### config.mk
export PLATFORM = sky130hd
export DESIGN_NAME = hv_sync_generator
export DESIGN_NICKNAME = d
export VERILOG_FILES = /design/src/rtl/hv_sync_generator.sv
export SDC_FILE = /design/constraint.sdc
export NUM_CORES = 1
export LEC_CHECK = 0
export CAP_MARGIN = 20
export CORE_MARGIN = 5
export CORE_UTILIZATION = 50
export CTS_CLUSTER_DIAMETER = 60
export DETAILED_ROUTE_END_ITERATION = 16
export GPL_TIMING_DRIVEN = 0
export MAX_ROUTING_LAYER = met4
export PLACE_DENSITY = 0.8
export SETUP_SLACK_MARGIN = 0.15
export SLEW_MARGIN = 20
export SYNTH_ARGS = -nofsm -noshare
export SYNTH_HDL_FRONTEND = slang
export SYNTH_SLANG_ARGS = --single-unit
### constraint.sdc
create_clock -name CLK -period 1.85 [get_ports CLK]
set_input_delay 0.185 -clock CLK [delete_from_list [all_inputs] [get_ports CLK]]
set_output_delay 0.185 -clock CLK [all_outputs]
set_load 0.02 [all_outputs]
### src/rtl/hv_sync_generator.sv
// hv_sync_generator: VGA raster timing for the sale terminal display.
//
// Free-running horizontal/vertical position counters plus sync and blanking
// strobes. The position outputs are undelayed so the image locator and other
// consumers can register a pixel address from them; the sync/blank strobes go
// through a PIPE_DELAY-deep shift register so they reach the VGA DAC together
// with the pixel that the registered-address + ROM-read path produces.
//
// Ports:
//   CLK            system clock, one pixel per clock
//   RST            synchronous reset, active-high
//   CounterX       current horizontal position (undelayed)
//   CounterY       current vertical position (undelayed)
//   FrameStart     high while CounterX==0 and CounterY==0 (undelayed)
//   LineStart      high while CounterX==0 (undelayed)
//   FrameCount     completed-frame counter, wraps 255->0
//   HSync          horizontal sync, polarity H_POL, delayed by PIPE_DELAY
//   VSync          vertical sync, polarity V_POL, delayed by PIPE_DELAY
//   DisplayEnable  high in the active area, delayed by PIPE_DELAY
//   BLANK_N        same as DisplayEnable, for the DAC blank pin
//   SYNC_N         tied low (no sync-on-green)
module hv_sync_generator #(
  parameter int unsigned CNTR_WIDTH_H = 11,
  parameter int unsigned CNTR_WIDTH_V = 10,
  parameter int unsigned H_VISIBLE    = 800,
  parameter int unsigned H_FRONT      = 56,
  parameter int unsigned H_SYNC       = 120,
  parameter int unsigned H_BACK       = 64,
  parameter int unsigned V_VISIBLE    = 600,
  parameter int unsigned V_FRONT      = 37,
  parameter int unsigned V_SYNC       = 6,
  parameter int unsigned V_BACK       = 23,
  parameter bit          H_POL        = 1'b1,
  parameter bit          V_POL        = 1'b1,
  parameter int unsigned PIPE_DELAY   = 2
) (
  input  logic                    CLK,
  input  logic                    RST,
  output logic [CNTR_WIDTH_H-1:0] CounterX,
  output logic [CNTR_WIDTH_V-1:0] CounterY,
  output logic                    FrameStart,
  output logic                    LineStart,
  output logic [7:0]              FrameCount,
  output logic                    HSync,
  output logic                    VSync,
  output logic                    DisplayEnable,
  output logic                    BLANK_N,
  output logic                    SYNC_N
);

  localparam int unsigned H_TOTAL  = H_VISIBLE + H_FRONT + H_SYNC + H_BACK;
  localparam int unsigned V_TOTAL  = V_VISIBLE + V_FRONT + V_SYNC + V_BACK;
  localparam int unsigned HS_START = H_VISIBLE + H_FRONT;
  localparam int unsigned HS_END   = HS_START + H_SYNC;
  localparam int unsigned VS_START = V_VISIBLE + V_FRONT;
  localparam int unsigned VS_END   = VS_START + V_SYNC;

  localparam logic [CNTR_WIDTH_H-1:0] H_LAST = CNTR_WIDTH_H'(H_TOTAL - 1);
  localparam logic [CNTR_WIDTH_V-1:0] V_LAST = CNTR_WIDTH_V'(V_TOTAL - 1);

  // Elaboration-time sanity checks on the timing parameters.
  if (H_TOTAL > (32'd1 << CNTR_WIDTH_H)) begin : gen_h_total_chk
    $error("H_TOTAL does not fit in CNTR_WIDTH_H bits");
  end
  if (V_TOTAL > (32'd1 << CNTR_WIDTH_V)) begin : gen_v_total_chk
    $error("V_TOTAL does not fit in CNTR_WIDTH_V bits");
  end
  if ((PIPE_DELAY < 1) || (PIPE_DELAY > 8)) begin : gen_pipe_chk
    $error("PIPE_DELAY must be in 1..8");
  end

  logic [CNTR_WIDTH_H-1:0] cnt_x_q, cnt_x_d;
  logic [CNTR_WIDTH_V-1:0] cnt_y_q, cnt_y_d;
  logic [7:0]              frame_cnt_q, frame_cnt_d;
  logic [PIPE_DELAY-1:0]   hs_pipe_q, hs_pipe_d;
  logic [PIPE_DELAY-1:0]   vs_pipe_q, vs_pipe_d;
  logic [PIPE_DELAY-1:0]   de_pipe_q, de_pipe_d;

  logic x_last, y_last;
  logic hs_raw, vs_raw, de_raw;
  logic hs_lvl, vs_lvl;

  // Counter next-state.
  always_comb begin
    x_last      = (cnt_x_q == H_LAST);
    y_last      = (cnt_y_q == V_LAST);
    cnt_x_d     = cnt_x_q + CNTR_WIDTH_H'(1);
    cnt_y_d     = cnt_y_q;
    frame_cnt_d = frame_cnt_q;
    if (x_last) begin
      cnt_x_d = '0;
      if (y_last) begin
        cnt_y_d     = '0;
        frame_cnt_d = frame_cnt_q + 8'd1;
      end else begin
        cnt_y_d = cnt_y_q + CNTR_WIDTH_V'(1);
      end
    end
  end

  // Raw strobes. Compared at 32 bits so an end bound equal to 2^width
  // (zero back porch with an exactly-full counter) cannot overflow.
  always_comb begin
    hs_raw = (32'(cnt_x_q) >= HS_START) && (32'(cnt_x_q) < HS_END);
    vs_raw = (32'(cnt_y_q) >= VS_START) && (32'(cnt_y_q) < VS_END);
    de_raw = (32'(cnt_x_q) < H_VISIBLE) && (32'(cnt_y_q) < V_VISIBLE);
    // Polarity is applied ahead of the delay line so reset-loaded stages
    // already hold the inactive level.
    hs_lvl = hs_raw ^ ~H_POL;
    vs_lvl = vs_raw ^ ~V_POL;
  end

  // Delay lines: stage 0 takes the raw value, the last stage drives the pin.
  always_comb begin
    hs_pipe_d    = hs_pipe_q;
    vs_pipe_d    = vs_pipe_q;
    de_pipe_d    = de_pipe_q;
    hs_pipe_d[0] = hs_lvl;
    vs_pipe_d[0] = vs_lvl;
    de_pipe_d[0] = de_raw;
    for (int i = 1; i < PIPE_DELAY; i++) begin
      hs_pipe_d[i] = hs_pipe_q[i-1];
      vs_pipe_d[i] = vs_pipe_q[i-1];
      de_pipe_d[i] = de_pipe_q[i-1];
    end
  end

  always_ff @(posedge CLK) begin
    if (RST) begin
      cnt_x_q     <= '0;
      cnt_y_q     <= '0;
      frame_cnt_q <= '0;
      hs_pipe_q   <= {PIPE_DELAY{~H_POL}};
      vs_pipe_q   <= {PIPE_DELAY{~V_POL}};
      de_pipe_q   <= '0;
    end else begin
      cnt_x_q     <= cnt_x_d;
      cnt_y_q     <= cnt_y_d;
      frame_cnt_q <= frame_cnt_d;
      hs_pipe_q   <= hs_pipe_d;
      vs_pipe_q   <= vs_pipe_d;
      de_pipe_q   <= de_pipe_d;
    end
  end

  assign CounterX      = cnt_x_q;
  assign CounterY      = cnt_y_q;
  assign FrameStart    = (cnt_x_q == '0) && (cnt_y_q == '0);
  assign LineStart     = (cnt_x_q == '0);
  assign FrameCount    = frame_cnt_q;
  assign HSync         = hs_pipe_q[PIPE_DELAY-1];
  assign VSync         = vs_pipe_q[PIPE_DELAY-1];
  assign DisplayEnable = de_pipe_q[PIPE_DELAY-1];
  assign BLANK_N       = de_pipe_q[PIPE_DELAY-1];
  assign SYNC_N        = 1'b0;

endmodule

==> results.json, run 1 <==
{
  "cts-root-buf": "clkbuf_4",
  "async_flop_share": 0,
  "required_ns": 1.66,
  "timing.rr.start": "CounterX[6]",
  "peakVddDrop_mv": 0.494,
  "cp-start-kind": "register",
  "grt_remaining_overflow": 0,
  "final.setup.worst_slack_ns": -0.0742,
  "antenna_found_initial": 0,
  "clk_pin_slew_ns": 0.11,
  "hold_viol": 0,
  "maxCapViolations": 0,
  "die_h_um": 68.8,
  "syn_area_per_cell_um2": 8.61,
  "synthCells": 201,
  "ant_nets": 0,
  "finalSetupViolations": 2,
  "p_leak_uw": 0.000948,
  "dieArea_um2": 4740,
  "firstDrtPassIters": 4,
  "drive_gt1_frac": 0.267,
  "rsz0062_at_grt": "true",
  "synth_edf_count": 0,
  "max_stage_delay_ns": 0.38,
  "ios": 38,
  "gp_congestion": 0.841,
  "synth_warnings": 0,
  "fill_cells": 243,
  "instances_no_fill": 304,
  "grt_pass1_vias": 1446,
  "track_usage": 0.190,
  "wl_per_cell_um": 14.0,
  "ys_seq_area_frac": 0.405,
  "initial_core_util": 0.519,
  "drt-initial-drc-count": 108,
  "yosysTopAreaCell": "dfxtp_1",
  "hold_ws_ns": 0.446,
  "crit_family": "simple AND/OR/NAND/NOR gates",
  "place_inst": 283,
  "area_growth_pct": 45.9,
  "grt_pass1_wl_mm": 6.49,
  "violations": "negative setup slack",
  "cts_made_buffers": 5,
  "nNetsFinal": 266,
  "num_antenna_cells": 0,
  "synthTopCellsByCount": "dfxtp_1, nor2_1, xor2_1",
  "synthMostInstantiatedCell": "dfxtp_1",
  "fin_util": 0.757,
  "ctsHoldBuffers": 0,
  "hpwl_mm": 2.70,
  "use_met3": 0.0567,
  "tritoncts": "yes",
  "critPathBufInv": 2,
  "pre_cts_slack_ns": -0.318,
  "syn-num-nets": 210,
  "final_max_slew_viol_count": 0,
  "path_depth": 6,
  "wl_mm": 4.26,
  "cts_buffer_depth": 2,
  "r2r_cells": 8,
  "grt_use_met2": 0.297,
  "ys_seq_elements": 35,
  "synth_top_area_frac": 0.405,
  "crit_start": "CounterX[6]",
  "worstPathArrival_ns": 1.74,
  "core_area_um2": 3340,
  "end_kind": "primary output",
  "p_total_uw": 1450,
  "cpMaxStageDelayCell": "dfxtp_4",
  "die_w_um": 68.8,
  "num_vias": 1559,
  "hold_class": "reg -> reg",
  "grt_use_met1": 0.233,
  "r2r_end": "FrameCount[5]",
  "status": "complete, but fails checks",
  "cts.sinks": 35,
  "rows": 21,
  "skew_ns": 0.0144,
  "finalCritPeriodShare": 1.04,
  "synthDistinctLibCells": 36,
  "htree_num_levels": 2,
  "via_per_inst": 5.13,
  "drc_errors": 0,
  "crit_chain": "nor3_4 > and2_4 > buf_8 > and4b_2 > and3_4 > buf_6",
  "power.density_nw_per_um2": 574,
  "syn-cell-area_um2": 1730,
  "max_freq_mhz": 520,
  "grt_max_degree": 12,
  "min_period_ns": 1.92,
  "synth_ff_type": "dfxtp_1",
  "r2r_setup_slack_ns": 0.15,
  "insertion_delay_ns": 0.35,
  "grt.busiest_layer": "met2",
  "path_max_fanout": 6,
  "worstSetupPathType": "reg -> out",
  "io_buffer_count": 36,
  "synth_area_leaders": "dfxtp_1, xor2_1, nor2_1, ha_1, xnor2_1",
  "endpoint": "FrameStart"
}
-- report_power, final --
part | internal (µW) | total, µW | leakage (µW) | switching (µW)
Combinational | 56.7 | 116 | 0.000607 | 59.0
Clock | 313 | 574 | 0.0000488 | 260
Sequential | 754 | 761 | 0.000293 | 7.22
Total | 1120 | 1450 | 0.000948 | 326
-- registers in the layout, summed over array words and instances, names as in the netlist --
signal / count
vs_pipe_q: 2
CounterX: 11
FrameCount: 8
hs_pipe_q: 2
de_pipe_q: 2
CounterY: 10
-- layout by cell type, fill, tap and decap left out, types with 2 or more instances in the layout --
cell             count
buf_12               2
dfxtp_2             10
nand4_1             10
clkbuf_4             5
o21ai_0              4
clkbuf_16            2
buf_8                2
nand2_1             10
nor2b_1              3
buf_4               15
nor4_4               2
nand3_1             11
dfxtp_1             19
xor2_1              14
and4_1               2
nor3_1               6
nor4_1               2
xnor2_1              9
nor2_1              32
ha_1                 5
a21oi_1              8
dfxtp_4              6
and2_1               3
clkdlybuf4s50_1     32
nor3_4               2
buf_6                6
inv_1                9
nand2b_1             2
and3_4               2
-- stage by stage --
stage	cell area [µm²]	TNS (ns)
floorplan	1780	0
global placement	2190	-0.426
detailed placement	2190	-0.477
CTS	2370	-0.167
global route	2520	-0.172
finish	2520	-0.0775
-- area by class of cell --
| class | count | area, µm² | area share |
|---|---|---|---|
| Multi-Input combinational cell | 144 | 991 | 0.392 |
| Sequential cell | 35 | 736 | 0.291 |
| Timing Repair Buffer | 49 | 494 | 0.196 |
| Buffer | 13 | 121 | 0.0481 |
| Clock buffer | 8 | 91.3 | 0.0362 |
| Tap cell | 46 | 57.6 | 0.0228 |
| Inverter | 9 | 33.8 | 0.0134 |
-- logic make-up after synthesis --
group	Yosys count	synth area share
other	1	0.00217
buffers and inverters	22	0.0730
AO/OA/AOI/OAI	13	0.0398
XOR/XNOR	24	0.121
flip-flops	35	0.405
AND/OR/NAND/NOR	99	0.308
adder cells (fa/ha/maj)	7	0.0506
-- metal layers --
metal	share of wire	vias to the layer above
met2	0.51	54
li1	-	779
met4	0.010	0
met1	0.43	721
met5	0	-
met3	0.055	5
-- worst min-delay path by stage --
stage / start / end / slack, ns / cells after the start
after floorplan: RST / de_pipe_q[1] / 0.26 / 1
final: vs_pipe_q[0] / vs_pipe_q[1] / 0.45 / 1
after CTS: vs_pipe_q[0] / vs_pipe_q[1] / 0.45 / 1
after global routing: vs_pipe_q[0] / vs_pipe_q[1] / 0.46 / 1
after global placement: vs_pipe_q[0] / vs_pipe_q[1] / 0.42 / 1
after detailed placement: vs_pipe_q[0] / vs_pipe_q[1] / 0.43 / 1
-- what timing repair did --
action	CTS	global route
pin swaps	5	10
gates cloned	0	0
buffers inserted	7	6
setup endpoints to repair	14	33
hold endpoints to repair	0	0
resized for setup	23	30
No activity file was read; power rests on OpenSTA's default activity.
==> run 2, diff against run 1 <==
--- a/config.mk
+++ b/config.mk
@@ -8,7 +8,7 @@
 export CAP_MARGIN = 20
 export CORE_MARGIN = 5
 export CORE_UTILIZATION = 50
-export CTS_CLUSTER_DIAMETER = 60
+export CTS_CLUSTER_DIAMETER = 80
 export DETAILED_ROUTE_END_ITERATION = 16
 export GPL_TIMING_DRIVEN = 0
 export MAX_ROUTING_LAYER = met4
==> results of run 2 <==
No change in the layout: final DEF, timing and power equal those of run 1.
